## src/rtl/aes_mmio_bridge.sv

```systemverilog
`timescale 1ns/1ps
// MMIO front end for aes_top_level: buffer window, CTRL/STATUS/CYCLES registers,
// accelerator opcode sequencing and fixed-latency buffer reads.
//
// state   | meaning
// IDLE    | accelerator idle, buffer writes forwarded, new op may start
// RUN     | opcode driven, waiting for aes_complete_in, buffer writes rejected
module aes_mmio_bridge #(
   parameter int unsigned RD_LATENCY = 2
) (
   input  logic        clk_in,
   input  logic        rst_in,
   input  logic [12:0] bus_addr_in,
   input  logic [31:0] bus_wdata_in,
   input  logic [3:0]  bus_we_in,
   input  logic        bus_re_in,
   output logic [31:0] bus_rdata_out,
   output logic        bus_rvalid_out,
   output logic        bus_stall_out,
   output logic        irq_out,
   output logic [2:0]  aes_ctrl_out,
   output logic [3:0]  aes_mem_we_out,
   output logic [9:0]  aes_mem_wr_addr_out,
   output logic [9:0]  aes_mem_rd_addr_out,
   output logic [31:0] aes_data_out,
   input  logic [31:0] aes_data_in,
   input  logic        aes_complete_in
);

   localparam logic [12:0] ADDR_CTRL   = 13'h1000;
   localparam logic [12:0] ADDR_STATUS = 13'h1004;
   localparam logic [12:0] ADDR_CYCLES = 13'h1008;
   localparam int          CNT_W       = $clog2(RD_LATENCY + 2);

   typedef enum logic {ST_IDLE, ST_RUN} state_t;

   state_t            state_q, state_d;
   logic [2:0]        ctrl_q, ctrl_d;
   logic              ie_q, ie_d, done_q, done_d, err_q, err_d;
   logic [31:0]       cycles_q, cycles_d;
   logic [3:0]        mem_we_q, mem_we_d;
   logic [9:0]        wr_addr_q, wr_addr_d, rd_addr_q, rd_addr_d;
   logic [31:0]       wdata_q, wdata_d, rdata_q, rdata_d;
   logic              rvalid_q, rvalid_d, stall_q, stall_d;
   logic [CNT_W-1:0]  cnt_q, cnt_d;

   logic              busy, in_win, wr_req, rd_req;
   logic [31:0]       reg_rdata;

   assign busy   = (state_q == ST_RUN);
   assign in_win = ~bus_addr_in[12];
   assign wr_req = ~stall_q && (bus_we_in != 4'd0);
   assign rd_req = ~stall_q && bus_re_in && (bus_we_in == 4'd0);

   always_comb begin
      case (bus_addr_in)
         ADDR_CTRL:   reg_rdata = {27'd0, 1'b0, ie_q, ctrl_q};
         ADDR_STATUS: reg_rdata = {29'd0, err_q, done_q, busy};
         ADDR_CYCLES: reg_rdata = cycles_q;
         default:     reg_rdata = 32'd0;
      endcase
   end

   always_comb begin
      state_d   = state_q;
      ctrl_d    = ctrl_q;
      ie_d      = ie_q;
      done_d    = done_q;
      err_d     = err_q;
      cycles_d  = cycles_q;
      mem_we_d  = 4'd0;
      wr_addr_d = wr_addr_q;
      wdata_d   = wdata_q;
      rd_addr_d = rd_addr_q;
      rdata_d   = rdata_q;
      rvalid_d  = 1'b0;
      stall_d   = stall_q;
      cnt_d     = cnt_q;

      if (busy && cycles_q != 32'hFFFF_FFFF)
         cycles_d = cycles_q + 32'd1;

      if (wr_req && bus_addr_in == ADDR_CTRL) begin
         ie_d = bus_wdata_in[3];
         if (bus_wdata_in[4])
            done_d = 1'b0;
         // start overrides everything else written in the same cycle
         if (!busy && bus_wdata_in[2:0] != 3'd0) begin
            state_d  = ST_RUN;
            ctrl_d   = bus_wdata_in[2:0];
            done_d   = 1'b0;
            err_d    = 1'b0;
            cycles_d = 32'd0;
         end
      end

      if (wr_req && in_win) begin
         if (busy) begin
            err_d = 1'b1;
         end else begin
            mem_we_d  = bus_we_in;
            wr_addr_d = bus_addr_in[11:2];
            wdata_d   = bus_wdata_in;
         end
      end

      if (busy && aes_complete_in) begin
         state_d = ST_IDLE;
         ctrl_d  = 3'd0;
         done_d  = 1'b1;
      end

      if (rd_req) begin
         if (in_win) begin
            rd_addr_d = bus_addr_in[11:2];
            stall_d   = 1'b1;
            cnt_d     = CNT_W'(RD_LATENCY);
         end else begin
            rvalid_d = 1'b1;
            rdata_d  = reg_rdata;
         end
      end

      // capture on the RD_LATENCY-th edge after the read address was driven
      if (stall_q) begin
         if (cnt_q <= CNT_W'(1)) begin
            stall_d  = 1'b0;
            rvalid_d = 1'b1;
            rdata_d  = aes_data_in;
         end else begin
            cnt_d = cnt_q - CNT_W'(1);
         end
      end
   end

   always_ff @(posedge clk_in) begin
      if (rst_in) begin
         state_q   <= ST_IDLE;
         ctrl_q    <= 3'd0;
         ie_q      <= 1'b0;
         done_q    <= 1'b0;
         err_q     <= 1'b0;
         cycles_q  <= 32'd0;
         mem_we_q  <= 4'd0;
         wr_addr_q <= 10'd0;
         wdata_q   <= 32'd0;
         rd_addr_q <= 10'd0;
         rdata_q   <= 32'd0;
         rvalid_q  <= 1'b0;
         stall_q   <= 1'b0;
         cnt_q     <= '0;
      end else begin
         state_q   <= state_d;
         ctrl_q    <= ctrl_d;
         ie_q      <= ie_d;
         done_q    <= done_d;
         err_q     <= err_d;
         cycles_q  <= cycles_d;
         mem_we_q  <= mem_we_d;
         wr_addr_q <= wr_addr_d;
         wdata_q   <= wdata_d;
         rd_addr_q <= rd_addr_d;
         rdata_q   <= rdata_d;
         rvalid_q  <= rvalid_d;
         stall_q   <= stall_d;
         cnt_q     <= cnt_d;
      end
   end

   assign bus_rdata_out       = rdata_q;
   assign bus_rvalid_out      = rvalid_q;
   assign bus_stall_out       = stall_q;
   assign irq_out             = done_q & ie_q;
   assign aes_ctrl_out        = ctrl_q;
   assign aes_mem_we_out      = mem_we_q;
   assign aes_mem_wr_addr_out = wr_addr_q;
   assign aes_mem_rd_addr_out = rd_addr_q;
   assign aes_data_out        = wdata_q;

endmodule
```

## config.mk

```make
export PLATFORM = sky130hd
export DESIGN_NAME = aes_mmio_bridge
export DESIGN_NICKNAME = d
export VERILOG_FILES = /design/src/rtl/aes_mmio_bridge.sv
export SDC_FILE = /design/constraint.sdc
export NUM_CORES = 1
export LEC_CHECK = 0
export CAP_MARGIN = 10
export CORE_ASPECT_RATIO = 0.8
export CORE_MARGIN = 2
export CORE_UTILIZATION = 30
export CTS_CLUSTER_DIAMETER = 100
export CTS_CLUSTER_SIZE = 40
export DETAILED_ROUTE_END_ITERATION = 8
export GPL_ROUTABILITY_DRIVEN = 0
export PLACE_DENSITY = 0.64
export SLEW_MARGIN = 20
export SYNTH_ARGS = -nofsm -noshare
export SYNTH_HDL_FRONTEND = slang
export SYNTH_SLANG_ARGS = --single-unit
```

## constraint.sdc

```tcl
create_clock -name clk_in -period 4.95 [get_ports clk_in]
set_input_delay 0.7425 -clock clk_in [delete_from_list [all_inputs] [get_ports clk_in]]
set_output_delay 0.7425 -clock clk_in [all_outputs]
set_load 0.1 [all_outputs]
```

; ---- Word level (Yosys, flattened, before mapping)
; Cells that the tools add are included.
; W data, S select, Z words.
[word_totals]
elab_cells = 74
reg_bits = 131
out_inout_bits = 94
[op_classes]
n_reduce_logical = 20
addsub = 2
muxes = 28
magnitude_cmp = 1
bitwise = 5
n_eq_ne = 4
[op_table]
columns = op, n
row1 = $mux W32, 7
row2 = $pmux W32 S3, 1
row3 = $eq A13 B13 Y1 const B, 3
row4 = $add A32 B1 Y32 const B, 1
row5 = $ne A32 B32 Y1 const B, 1
row6 = $mux W1, 16
row7 = $logic_and A1 B1 Y1, 8
row8 = $mux W2, 4
row9 = $reduce_and A2 Y1, 4
row10 = $reduce_bool A3 Y1, 2
row11 = $logic_not A4 Y1, 1
row12 = $not A1 Y1, 4
row13 = $reduce_bool A4 Y1, 1
row14 = $reduce_or A3 Y1, 1
row15 = $le A2 B1 Y1 const B, 1
row16 = $reduce_bool A2 Y1, 1
row17 = $reduce_or A2 Y1, 1
row18 = $sub A2 B1 Y2 const B, 1
row19 = $and A1 B1 Y1, 1
row20 = $logic_not A1 Y1, 1

; ---- Longest topological paths before layout
; Gate-level depths: netlist of run 1.
[depth]
ltp_word = 6
depth_mapped = 8
depth_no_buf = 6

; ---- Worst setup path after synthesis of run 1
; OpenSTA, ideal clock, no wires.
[synth_path]
path_kind = input port to flip-flop
start = input port bus_addr_in[3]
end = register cycles_q[26]
t_required_ps = 4891
path_buffers = 3
arrival_time_ps = 2353
cell_stages = 8
setup_slack_ps = 2538
setup_time_ps = 59
path_cell_list = clkbuf_1 > nor2_1 > and4_1 > clkbuf_1 > a21o_1 > clkbuf_1 > or4_1 > nand2_1
[synth_between]
elab_chain_cells = 3
[synth_rtl]
columns = element, line
row1 = from (decl), 13  ; input logic [12:0] bus_addr_in,
row2 = $eq A13 B13 Y1, 83  ; if (wr_req && bus_addr_in == ADDR_CTRL) begin
row3 = $logic_and A1 B1 Y1, 83
row4 = $mux W32, 83
row5 = to (signal assigned), 158  ; cycles_q <= cycles_d;
row6 = to (decl), 40  ; logic [31:0] cycles_q, cycles_d;
; No other way between the ends.
; A chain may end at the register's enable or synchronous reset.

; ---- Worst setup path in the final report of run 1
[layout_path]
start = input port bus_we_in[1]
end = register rdata_q[5], in the netlist bus_rdata_out[5]
[layout_between]
elab_chain_cells = 5
[layout_rtl]
columns = element, line
row1 = from (decl), 15  ; input logic [3:0] bus_we_in,
row2 = $logic_not A4 Y1 *, 53  ; assign rd_req = ~stall_q && bus_re_in && (bus_we_in == 4'd0);
row3 = $logic_and A1 B1 Y1 *, 53
row4 = $mux W32 *, 113  ; if (rd_req) begin
row5 = $mux W32, 126  ; if (cnt_q <= CNT_W'(1)) begin
row6 = $mux W32 *, 125  ; if (stall_q) begin
row7 = to (signal assigned), 163  ; rdata_q <= rdata_d;
row8 = to (decl), 43  ; logic [31:0] wdata_q, wdata_d, rdata_q, rdata_d;
; Mark *: on every way between the ends. The rest lies on a longest branch, timed or not.

==> results of run 1 <==
-- per-layer routing --
layer,wire (um),share of wire
met5,0,0
met4,117,0.0074
met3,1140,0.072
met2,6420,0.41
met1,8100,0.51
-- sequential cells by signal, summed over array words and instances, names as in the netlist --
signal	count
aes_ctrl_out	3
bus_rvalid_out	1
busy	1
aes_mem_we_out	4
aes_mem_rd_addr_out	10
ie_q	1
err_q	1
done_q	1
aes_mem_wr_addr_out	10
cnt_q	2
bus_rdata_out	32
aes_data_out	32
bus_stall_out	1
cycles_q	32
-- worst max-delay path, stage by stage --
cell	delay, ns
sky130_fd_sc_hd__clkdlybuf4s50_1	0.43
sky130_fd_sc_hd__nor4_2	0.72
sky130_fd_sc_hd__nand4b_1	0.27
sky130_fd_sc_hd__nor4_1	0.38
sky130_fd_sc_hd__and3b_1	0.21
sky130_fd_sc_hd__buf_4	0.33
sky130_fd_sc_hd__o2bb2ai_1	0.16
-- power breakdown --
part | leakage [nW] | switching [mW] | internal (mW) | total, mW
combinational | 1.31 | 0.244 | 0.114 | 0.358
sequential | 1.06 | 0.0107 | 1.08 | 1.09
clock | 0.265 | 0.476 | 0.701 | 1.18
-- logic make-up (layout without fill, tap and decap cells) --
group                    count (synthesis)  count (layout)  share of synthesized area
AND/OR/NAND/NOR                        240             240                      0.220
AO/OA/AOI/OAI                          171             171                      0.209
flip-flops                             131             131                      0.488
buffers and inverters                   54             224                     0.0398
multiplexers                            17              17                     0.0317
XOR/XNOR                                 5               5                    0.00815
adder cells (fa/ha/maj)                  1               1                    0.00233
-- cells in the final DEF (no fill, tap or decap), types with 8 or more instances in the layout --
cell type                           n
sky130_fd_sc_hd__nand4_1           10
sky130_fd_sc_hd__a21oi_1           69
sky130_fd_sc_hd__buf_4              8
sky130_fd_sc_hd__a22oi_1           31
sky130_fd_sc_hd__or4_1             18
sky130_fd_sc_hd__mux2i_1           17
sky130_fd_sc_hd__o2bb2ai_1         28
sky130_fd_sc_hd__nor2_1            33
sky130_fd_sc_hd__o31ai_1           11
sky130_fd_sc_hd__or3_1             10
sky130_fd_sc_hd__dfxtp_1          131
sky130_fd_sc_hd__nand3_1           15
sky130_fd_sc_hd__nor4_1             8
sky130_fd_sc_hd__clkbuf_16         17
sky130_fd_sc_hd__o211ai_1           9
sky130_fd_sc_hd__nand2_1          111
sky130_fd_sc_hd__o21ai_0           11
sky130_fd_sc_hd__clkdlybuf4s50_1  177
-- stage by stage --
stage / utilization / cell area (um2) / std cells / hold WS (ns) / setup WS, ns
floorplan: - / 5370 / 619 / 0.437 / 2.54
global placement: 0.420 / 7320 / 982 / 0.441 / 1.71
detailed placement: 0.420 / 7320 / 982 / 0.446 / 1.60
CTS: 0.451 / 7870 / 1014 / 0.454 / 2.01
global route: 0.451 / 7870 / 1014 / 0.471 / 1.85
finish: 0.451 / 7870 / 1014 / 0.451 / 2.04
-- worst max path at each step --
stage	from	endpoint	depth (start not counted)
detailed placement	bus_we_in[1]	bus_rdata_out[13]	7
floorplan	bus_addr_in[3]	cycles_q[26]	8
finish	bus_we_in[1]	bus_rdata_out[5]	7
global route	cycles_q[4]	cycles_q[0]	6
global placement	bus_we_in[1]	bus_rdata_out[6]	7
CTS	bus_stall_out	bus_stall_out	1
-- final cells by class --
class,instances,area [um2]
Fill cell,1719,9560
Multi-Input combinational cell,434,2550
Inverter,7,26.3
Clock buffer,19,443
Sequential cell,131,2620
Tap cell,225,282
Clock inverter,13,111
Timing Repair Buffer,185,1830
==> summary.md, run 1 <==
| Metric | Value |
|---|---|
| Post-synth top area share | `0.488` |
| Post-synthesis area per instance | `8.68 um2` |
| CTS clk-pin slew, worst paths | `0.06 ns` |
| Category of the critical setup timing path | `in2reg` |
| Hold Violations, Final | `0` |
| Quantity of gates resized following cts | `0` |
| Site row count | `43` |
| CTS Root Buffer Type | `sky130_fd_sc_hd__clkbuf_16` |
| Via count of the routed design | `just over 5,000` |
| Initial antenna violation count | `0` |
| Detailed Route Iter0 Violations | `approximately 400` |
| Commonest cells post-synth | `sky130_fd_sc_hd__dfxtp_1, sky130_fd_sc_hd__nand2_1, sky130_fd_sc_hd__a21oi_1` |
| Standard cell core area | `about 17,000 um2` |
| Final number of setup-violating endpoints | `0` |
| Final routed wirelength across all metal layers | `~16 mm` |
| Cells after synthesis | `about 620` |
| Maximum number of buffers from clock root to sink | `2` |
| Remaining antenna violation count after routing | `0` |
| Destination of the worst hold path | `aes_mem_wr_addr_out[1]` |
| Min-Delay Startpoint | `aes_mem_wr_addr_out[1]` |
| Worst reg2reg path startpoint | `cycles_q[4]` |
| Highest ir drop seen on vdd | `approximately 0.19 mV` |
| Fraction of layout instances using a drive strength above 1 | `0.0608` |
| Power per unit of standard cell area | `between 300 and 400 nW/um2` |
| Total Neg Setup Slack | `0 ns` |
| Total routing resource utilization after global routing | `0.168` |
| Number of diodes | `0` |
| Post-route clock skew | `about 0.0090 ns` |
| Starting utilization of the core area | `0.308` |
| CTS tree | `yes` |
| Main area contributors after synthesis | `sky130_fd_sc_hd__dfxtp_1, sky130_fd_sc_hd__nand2_1, sky130_fd_sc_hd__a21oi_1, sky130_fd_sc_hd__o2bb2ai_1, sky130_fd_sc_hd__a22oi_1` |
| Mapped cell area | `roughly 5400 um2` |
| Detailed placement HPWL | `roughly 11 mm` |
| Result of the run | `finished, final reports clean` |
| Number of global-route vias before repair | `4,708` |
| Yosys warning count | `0` |
| Count of max-cap constraint violations | `0` |
| Largest fanout on the critical path | `28` |
| Number of pins exceeding their max-slew limit in the final report | `0` |
| Sequential fraction of the synthesis area | `0.488` |
| FF+latch count, synth | `between 100 and 150` |
| Layout Nets | `~860` |
| Count of H-tree levels built during CTS | `4` |
| Final min period | `roughly 3 ns` |
| Actual transition at the worst max-transition pin | `1.08 ns` |
| Post-layout total power | `approximately 2.6 mW` |
| Die X-Extent | `154 um` |
| Met1 GRT Util | `0.243` |
| Full die area | `about 19,000 um2` |
| Clock net sink count | `about 130` |
| Wire length of the first global-routing pass | `about 25 mm` |
| Min-Delay Path Depth | `2` |
| Dominant cell type by area after synthesis | `sky130_fd_sc_hd__dfxtp_1` |
| Primary flip-flop cell chosen by synthesis mapping | `sky130_fd_sc_hd__dfxtp_1` |
| Startpoint kind of the worst setup timing path | `primary input` |
| Worst endpoint data arrival time | `approximately 3.3 ns` |
| Pin count of the biggest net entering global routing | `99` |
| CP endpoint kind | `flip-flop` |
| Number of buffers inserted by post-CTS setup repair | `0` |
| Top-level I/O count | `roughly 180` |
| Mean number of vias per cell | `about 5` |
| Mapped Nets | `705` |
| GRT Residual Overflow | `0` |
| Number of cells traversed by the worst register-to-register path | `6` |
| Number of buffers added by the clock tree synthesis step | `17` |
| Insertion delay to the later sink of the worst-skew pair | `0.42 ns` |
| EDFF count, synth | `0` |
| Unrepaired setup endpoints after global routing | `false` |
| Global routing usage on met2 | `0.231` |
| Maximum operating frequency | `between 300 and 400 MHz` |
| Slew margin rel. | `0.280` |
| Synth async-reset ratio | `0` |
| Buffers on Ports | `roughly 180` |
| Hold Crit Class | `reg2reg` |
| Die H | `roughly 120 um` |
| Hold-fix buffers, CTS | `0` |
| P_leak | `roughly 2.6 nW` |
| GR Layer Usage met3 | `0.0612` |
| DRC violations left | `0` |
| Cell variety after synth | `47` |
| Most frequent cell after synthesis | `sky130_fd_sc_hd__dfxtp_1` |
| WL/cell | `about 16 um` |
| Most congested layer reported by global routing | `met1` |
| Final critical-path share of the clock period | `0.589` |
| Worst reg2reg path endpoint | `cycles_q[0]` |
| Required time of the critical path | `5.28 ns` |
| Area Growth Syn to Fin | `46.6%` |
| Setup slack on the worst flop-to-flop path | `~2.1 ns` |
| Drt pass-1 iters | `4` |
Power figures use the tool's default switching activity.
==> run 2, diff against run 1 <==
clock period = 2.9 ns   (was 4.95 ns; I/O delays follow)
==> summary.md, run 2 (synthesis gave the netlist of run 1 again) <==
| Metric | Value |
|---|---|
| Unrepaired setup endpoints after global routing | `false` |
| Detailed Route Iter0 Violations | `277 (-30%)` |
| Area Growth Syn to Fin | `46.9%` |
| Mean number of vias per cell | `4.96 (-1.2%)` |
| Drt pass-1 iters | `4 (unchanged)` |
| Standard cell core area | `17,400 um2 (unchanged)` |
| Maximum number of buffers from clock root to sink | `2 (unchanged)` |
| Top-level I/O count | `179 (unchanged)` |
| Depth of the critical timing path with buffers and inverters included | `6 (-1)` |
| Count of H-tree levels built during CTS | `4 (unchanged)` |
| Setup slack on the worst flop-to-flop path | `0.57 ns (-1.57 ns)` |
| Commonest non-fill, non-tap cells in the layout | `sky130_fd_sc_hd__dfxtp_1, sky130_fd_sc_hd__buf_4, sky130_fd_sc_hd__nand2_1` |
| Final number of setup-violating endpoints | `0 (unchanged)` |
| Total of fill cells in the finished design | `1,729 (+0.58%)` |
| Area occupied by multi-input gates | `2550 um2 (unchanged)` |
| Result of the run | `finished, final reports clean` |
| Largest fanout on the critical path | `14 (-50%)` |
| Die H | `124 um (unchanged)` |
| Hold Crit Class | `in2reg` |
| Via count of the routed design | `5,115 (+0.51%)` |
| Post-route clock skew | `0.00804 ns (-0.000957 ns)` |
| Number of global-route vias before repair | `4,695 (-0.28%)` |
| Worst reg2reg path endpoint | `cycles_q[25]` |
| Max incr delay on CP | `0.64 ns (-0.08 ns)` |
| CTS Root Buffer Type | `sky130_fd_sc_hd__clkbuf_16` |
| Sequential standard cell area | `2620 um2 (unchanged)` |
| Maximum operating frequency | `416 MHz` |
| Number of buffers inserted by post-CTS setup repair | `0 (unchanged)` |
| Total routing resource utilization after global routing | `0.166 (-0.00183)` |
| Layout Nets | `880 (+2.1%)` |
| Fraction of layout instances using a drive strength above 1 | `0.198 (+0.137)` |
| Final Util | `0.453 (+0.00115)` |
| Quantity of gates resized following cts | `0 (unchanged)` |
| Final min period | `2.40 ns` |
| Wire length of the first global-routing pass | `25.1 mm (-1.1%)` |
| GRT Residual Overflow | `0 (unchanged)` |
| Starting utilization of the core area | `0.308 (unchanged)` |
| Final routed wirelength across all metal layers | `15.9 mm (+1.0%)` |
| Site row count | `43 (unchanged)` |
| Detailed placement HPWL | `11.1 mm (+3.8%)` |
| Actual transition at the worst max-transition pin | `0.669 ns (-0.412 ns)` |
| Worst endpoint data arrival time | `2.77 ns (-0.48 ns)` |
| Initial antenna violation count | `0 (unchanged)` |
| Hold_ws | `0.282 ns (-0.168 ns)` |
| Count of max-cap constraint violations | `0 (unchanged)` |
| CP endpoint kind | `flip-flop` |
| CP startpoint | `bus_we_in[1]` |
| Insertion delay to the later sink of the worst-skew pair | `0.42 ns (about the same)` |
| Most common cell after layout, fill and taps aside | `sky130_fd_sc_hd__dfxtp_1` |
| Worst-path cell with the longest stage delay | `sky130_fd_sc_hd__nor4_2` |
| Family of cells with the greatest summed delay on the critical path | `simple AND/OR/NAND/NOR gates` |
| Full die area | `19,000 um2 (unchanged)` |
| Required time of the critical path | `3.26 ns (-2.02 ns)` |
| Startpoint kind of the worst setup timing path | `primary input` |
| Total Neg Setup Slack | `0 ns (unchanged)` |
| CTS tree | `yes` |
| Worst reg2reg path startpoint | `cycles_q[4]` |
| Slew margin rel. | `0.551 (+0.271)` |
| Clock net sink count | `131 (unchanged)` |
| Series of cell instances along the critical path | `clkdlybuf4s50_1 -> nor4_2 -> nor4_1 -> a21o_1 -> or4_1 -> nand2_1` |
| Buffers on Ports | `178 (unchanged)` |
| DRC violations left | `0 (unchanged)` |
| Pin count of the biggest net entering global routing | `50 (-49%)` |
| Final critical-path share of the clock period | `0.829` |
| Number of buffers added by the clock tree synthesis step | `17 (unchanged)` |
| Capturing instance or port of the critical path | `cycles_q[16]` |
| Number of pins exceeding their max-slew limit in the final report | `0 (unchanged)` |
| Hold-fix buffers, CTS | `0 (unchanged)` |
| Die X-Extent | `154 um (unchanged)` |
| Total buffers and inverters traversed by the critical path | `1 (-1)` |
| Power per unit of standard cell area | `603 nW/um2 (+81%)` |
| Number of cells traversed by the worst register-to-register path | `5 (-1)` |
| Number of diodes | `0 (unchanged)` |
| Hold Violations, Final | `0 (unchanged)` |
| Highest ir drop seen on vdd | `0.375 mV (+100%)` |
| WL/cell | `15.4 um (-0.73%)` |
| CTS clk-pin slew, worst paths | `0.06 ns (about the same)` |
| Category of the critical setup timing path | `in2reg` |
| Remaining antenna violation count after routing | `0 (unchanged)` |
| P_leak | `2.96 nW (+12%)` |
run 2: cell types whose count changed in the layout (fill, tap and decap cells not counted), sizes merged:
| cell | before | now |
|---|---|---|
| buf | 8 | 120 |
| bufinv | 1 | 4 |
| clkdlybuf4s50 | 177 | 83 |
| clkinv | 7 | 5 |
| clkinvlp | 4 | 2 |
| inv | 8 | 9 |
run 2: metrics by stage:
stage / std cells / cell area [um2] / setup WS (ns) / power, mW
after floorplan: 619 / 5370 / 0.491 / 2.28
after global placement: 1000 / 7270 / 0.161 / 2.51
after detailed placement: 1000 / 7270 / 0.0832 / 2.52
after CTS: 1032 / 7890 / 0.522 / 4.81
after global routing: 1032 / 7890 / 0.386 / 4.93
final: 1032 / 7890 / 0.497 / 4.76
run 2: how the worst min path moves through the flow:
| stage | startpoint | to | slack (ns) | cells past startpoint |
|---|---|---|---|---|
| 3_5_place_dp | aes_data_out[8] | aes_data_out[8] | 0.45 | 2 |
| 6_report | rst_in | cnt_q[0] | 0.28 | 2 |
| 5_1_grt | rst_in | cnt_q[0] | 0.28 | 2 |
| 4_1_cts | rst_in | cnt_q[0] | 0.27 | 2 |
| 3_3_place_gp | aes_data_out[5] | aes_data_out[5] | 0.44 | 2 |
| 2_1_floorplan | err_q | err_q | 0.44 | 2 |
run 2: area by class of cell:
class,instances,share of cell area
Sequential cell,131,0.332
Clock inverter,13,0.0230
Inverter,7,0.00333
Multi-Input combinational cell,434,0.324
Tap cell,225,0.0357
Timing Repair Buffer,203,0.226
Clock buffer,19,0.0561
run 2: report_power, final:
group          total [mW]  switching (mW)  internal [mW]
clock                2.29           0.827           1.46
combinational       0.614           0.420          0.195
sequential           1.86          0.0188           1.84
run 2: layer usage:
layer / share of wire / track usage / vias up
met5: 0 / 0 / -
met4: 0.016 / 0.0625 / 0
met3: 0.074 / 0.0536 / 19
met2: 0.41 / 0.230 / 155
met1: 0.50 / 0.240 / 2323
li1: - / - / 2618
==> run 3, diff against run 2 <==
PLACE_DENSITY = 0.67   (was 0.64)
clock period = 2.1 ns   (was 2.9 ns; I/O delays follow)
==> summary.md, run 3 (synthesis gave the netlist of run 1 again) <==
| Metric | Value |
|---|---|
| Most common cell after layout, fill and taps aside | `sky130_fd_sc_hd__buf_4` |
| Setup slack on the worst flop-to-flop path | `0.06 ns (-0.51 ns)` |
| Final routed wirelength across all metal layers | `16.9 mm (+5.9%)` |
| Total routing resource utilization after global routing | `0.175 (+0.00862)` |
| Number of pins exceeding their max-slew limit in the final report | `0 (unchanged)` |
| Die X-Extent | `154 um (unchanged)` |
| CTS tree | `yes` |
| Pin count of the biggest net entering global routing | `47 (-6.0%)` |
| Number of global-route vias before repair | `5,078 (+8.2%)` |
| CP endpoint kind | `flip-flop` |
| Final min period | `between 2 and 2.5 ns` |
| Die H | `124 um (unchanged)` |
| Commonest non-fill, non-tap cells in the layout | `sky130_fd_sc_hd__buf_4, sky130_fd_sc_hd__dfxtp_1, sky130_fd_sc_hd__nand2_1` |
| Detailed placement HPWL | `11.8 mm (+6.9%)` |
| Mean number of vias per cell | `4.91 (-1.0%)` |
| Final number of setup-violating endpoints | `0 (unchanged)` |
| Clock net sink count | `131 (unchanged)` |
| Required time of the critical path | `2.40 ns (-0.86 ns)` |
| Number of diodes | `0 (unchanged)` |
| Actual transition at the worst max-transition pin | `0.424 ns (-0.245 ns)` |
| Final critical-path share of the clock period | `0.970` |
| Worst endpoint data arrival time | `2.33 ns (-0.44 ns)` |
| Max incr delay on CP | `0.47 ns (-0.17 ns)` |
| Insertion delay to the later sink of the worst-skew pair | `0.42 ns (about the same)` |
| Number of buffers added by the clock tree synthesis step | `17 (unchanged)` |
| Power per unit of standard cell area | `775 nW/um2 (+29%)` |
| Setup WS post-layout | `0.0627 ns (-0.434 ns)` |
| Hold_ws | `0.268 ns (-0.0143 ns)` |
| Highest ir drop seen on vdd | `0.520 mV (+39%)` |
| Total buffers and inverters traversed by the critical path | `2 (+1)` |
| Post-Place Worst Slack | `-0.331 ns (-0.415 ns)` |
| Wire length of the first global-routing pass | `26.4 mm (+5.4%)` |
| Largest fanout on the critical path | `6 (-8)` |
| Hold Crit Class | `in2reg` |
| Maximum number of buffers from clock root to sink | `2 (unchanged)` |
| Remaining antenna violation count after routing | `0 (unchanged)` |
| Placed inst area | `7650 um2 (+5.3%)` |
| Hold Violations, Final | `0 (unchanged)` |
| Most congested layer reported by global routing | `met2` |
| Startpoint kind of the worst setup timing path | `flip-flop` |
| Result of the run | `finished, final reports clean` |
| DRC violations left | `0 (unchanged)` |
| Starting utilization of the core area | `0.308 (unchanged)` |
| Count of H-tree levels built during CTS | `4 (unchanged)` |
| Worst-path cell with the longest stage delay | `sky130_fd_sc_hd__or3_1` |
| Count of max-cap constraint violations | `0 (unchanged)` |
| Buffers on Ports | `178 (unchanged)` |
| Category of the critical setup timing path | `reg2reg` |
| Via count of the routed design | `5,324 (+4.1%)` |
| Full die area | `19,000 um2 (unchanged)` |
| WL/cell | `15.5 um (+0.68%)` |
| Final non-filler cell area | `8330 um2 (+5.5%)` |
| CTS clk-pin slew, worst paths | `0.06 ns (about the same)` |
| Series of cell instances along the critical path | `nand4_4 -> or3_1 -> buf_4 -> nor4_1 -> buf_4 -> or3_1 -> a21oi_1` |
| Layout Nets | `933 (+6.0%)` |
| Sequential standard cell area | `2630 um2 (+0.38%)` |
| Global routing usage on met2 | `0.261 (+0.0308)` |
| Site row count | `43 (unchanged)` |
| Post-route clock skew | `0.00878 ns (+0.000739 ns)` |
| GR Layer Usage met3 | `0.0539 (+0.000348)` |
| P_leak | `3.22 nW (+8.8%)` |
| Hold-fix buffers, CTS | `0 (unchanged)` |
| CTS Root Buffer Type | `sky130_fd_sc_hd__clkbuf_16` |
| Met1 GRT Util | `0.241 (+0.00103)` |
| Fraction of layout instances using a drive strength above 1 | `0.258 (+0.0599)` |
| Maximum operating frequency | `491 MHz` |
| Top-level I/O count | `179 (unchanged)` |
| Initial antenna violation count | `0 (unchanged)` |
| Family of cells with the greatest summed delay on the critical path | `simple AND/OR/NAND/NOR gates` |
| Total of fill cells in the finished design | `1,710 (-1.1%)` |
| Area Growth Syn to Fin | `55.1%` |
| Detailed Route Iter0 Violations | `304 (+9.7%)` |
| Drt pass-1 iters | `4 (unchanged)` |
| Area occupied by multi-input gates | `2580 um2 (+1.1%)` |
| GRT Residual Overflow | `0 (unchanged)` |
| Unrepaired setup endpoints after global routing | `false` |
| Post-layout total power | `6.46 mW (+36%)` |
| Slew margin rel. | `0.718 (+0.167)` |
| Standard cell core area | `17,400 um2 (unchanged)` |
-- run 3: cell type report --
cell class / count / share of cell area
multi-input combinational: 434 / 0.310
timing repair buffer: 256 / 0.264
inverter: 7 / 0.00316
clock inverter: 11 / 0.0150
clock buffer: 21 / 0.0579
tap: 225 / 0.0338
sequential: 131 / 0.316
-- run 3: metal layers --
layer  vias to the layer above  wire (um)
met4                         0        182
met3                        12       1150
met2                       168       7200
met1                      2424       8330
met5                         -          0
li1                       2720          -
-- run 3: path summary, 6_finish.rpt --
check,end,cells after the start,startpoint
worst max register to register,cycles_q[4],7,cycles_q[5]
worst min-delay path,aes_mem_rd_addr_out[0],2,rst_in
worst min register to register,aes_data_out[27],2,aes_data_out[27]
worst max-delay path,cycles_q[4],7,cycles_q[5]
-- run 3: through the flow --
stage | TNS [ns] | util | instances
after floorplan | 0 | - | 619
after global placement | -18.96 | 0.439 | 1049
after detailed placement | -20.31 | 0.439 | 1049
after CTS | 0 | 0.474 | 1081
after global routing | 0 | 0.478 | 1085
final | 0 | 0.478 | 1085
-- run 3: timing repair --
item	in CTS	in global routing
pin swaps	0	1
cloned	0	2
gates resized for setup	1	12
endpoints found under the setup margin	1	15
setup buffers	0	2
-- run 3: power breakdown --
part           internal, mW  switching [mW]
logic                 0.286           0.587
registers              2.54          0.0271
clock network          1.88            1.13
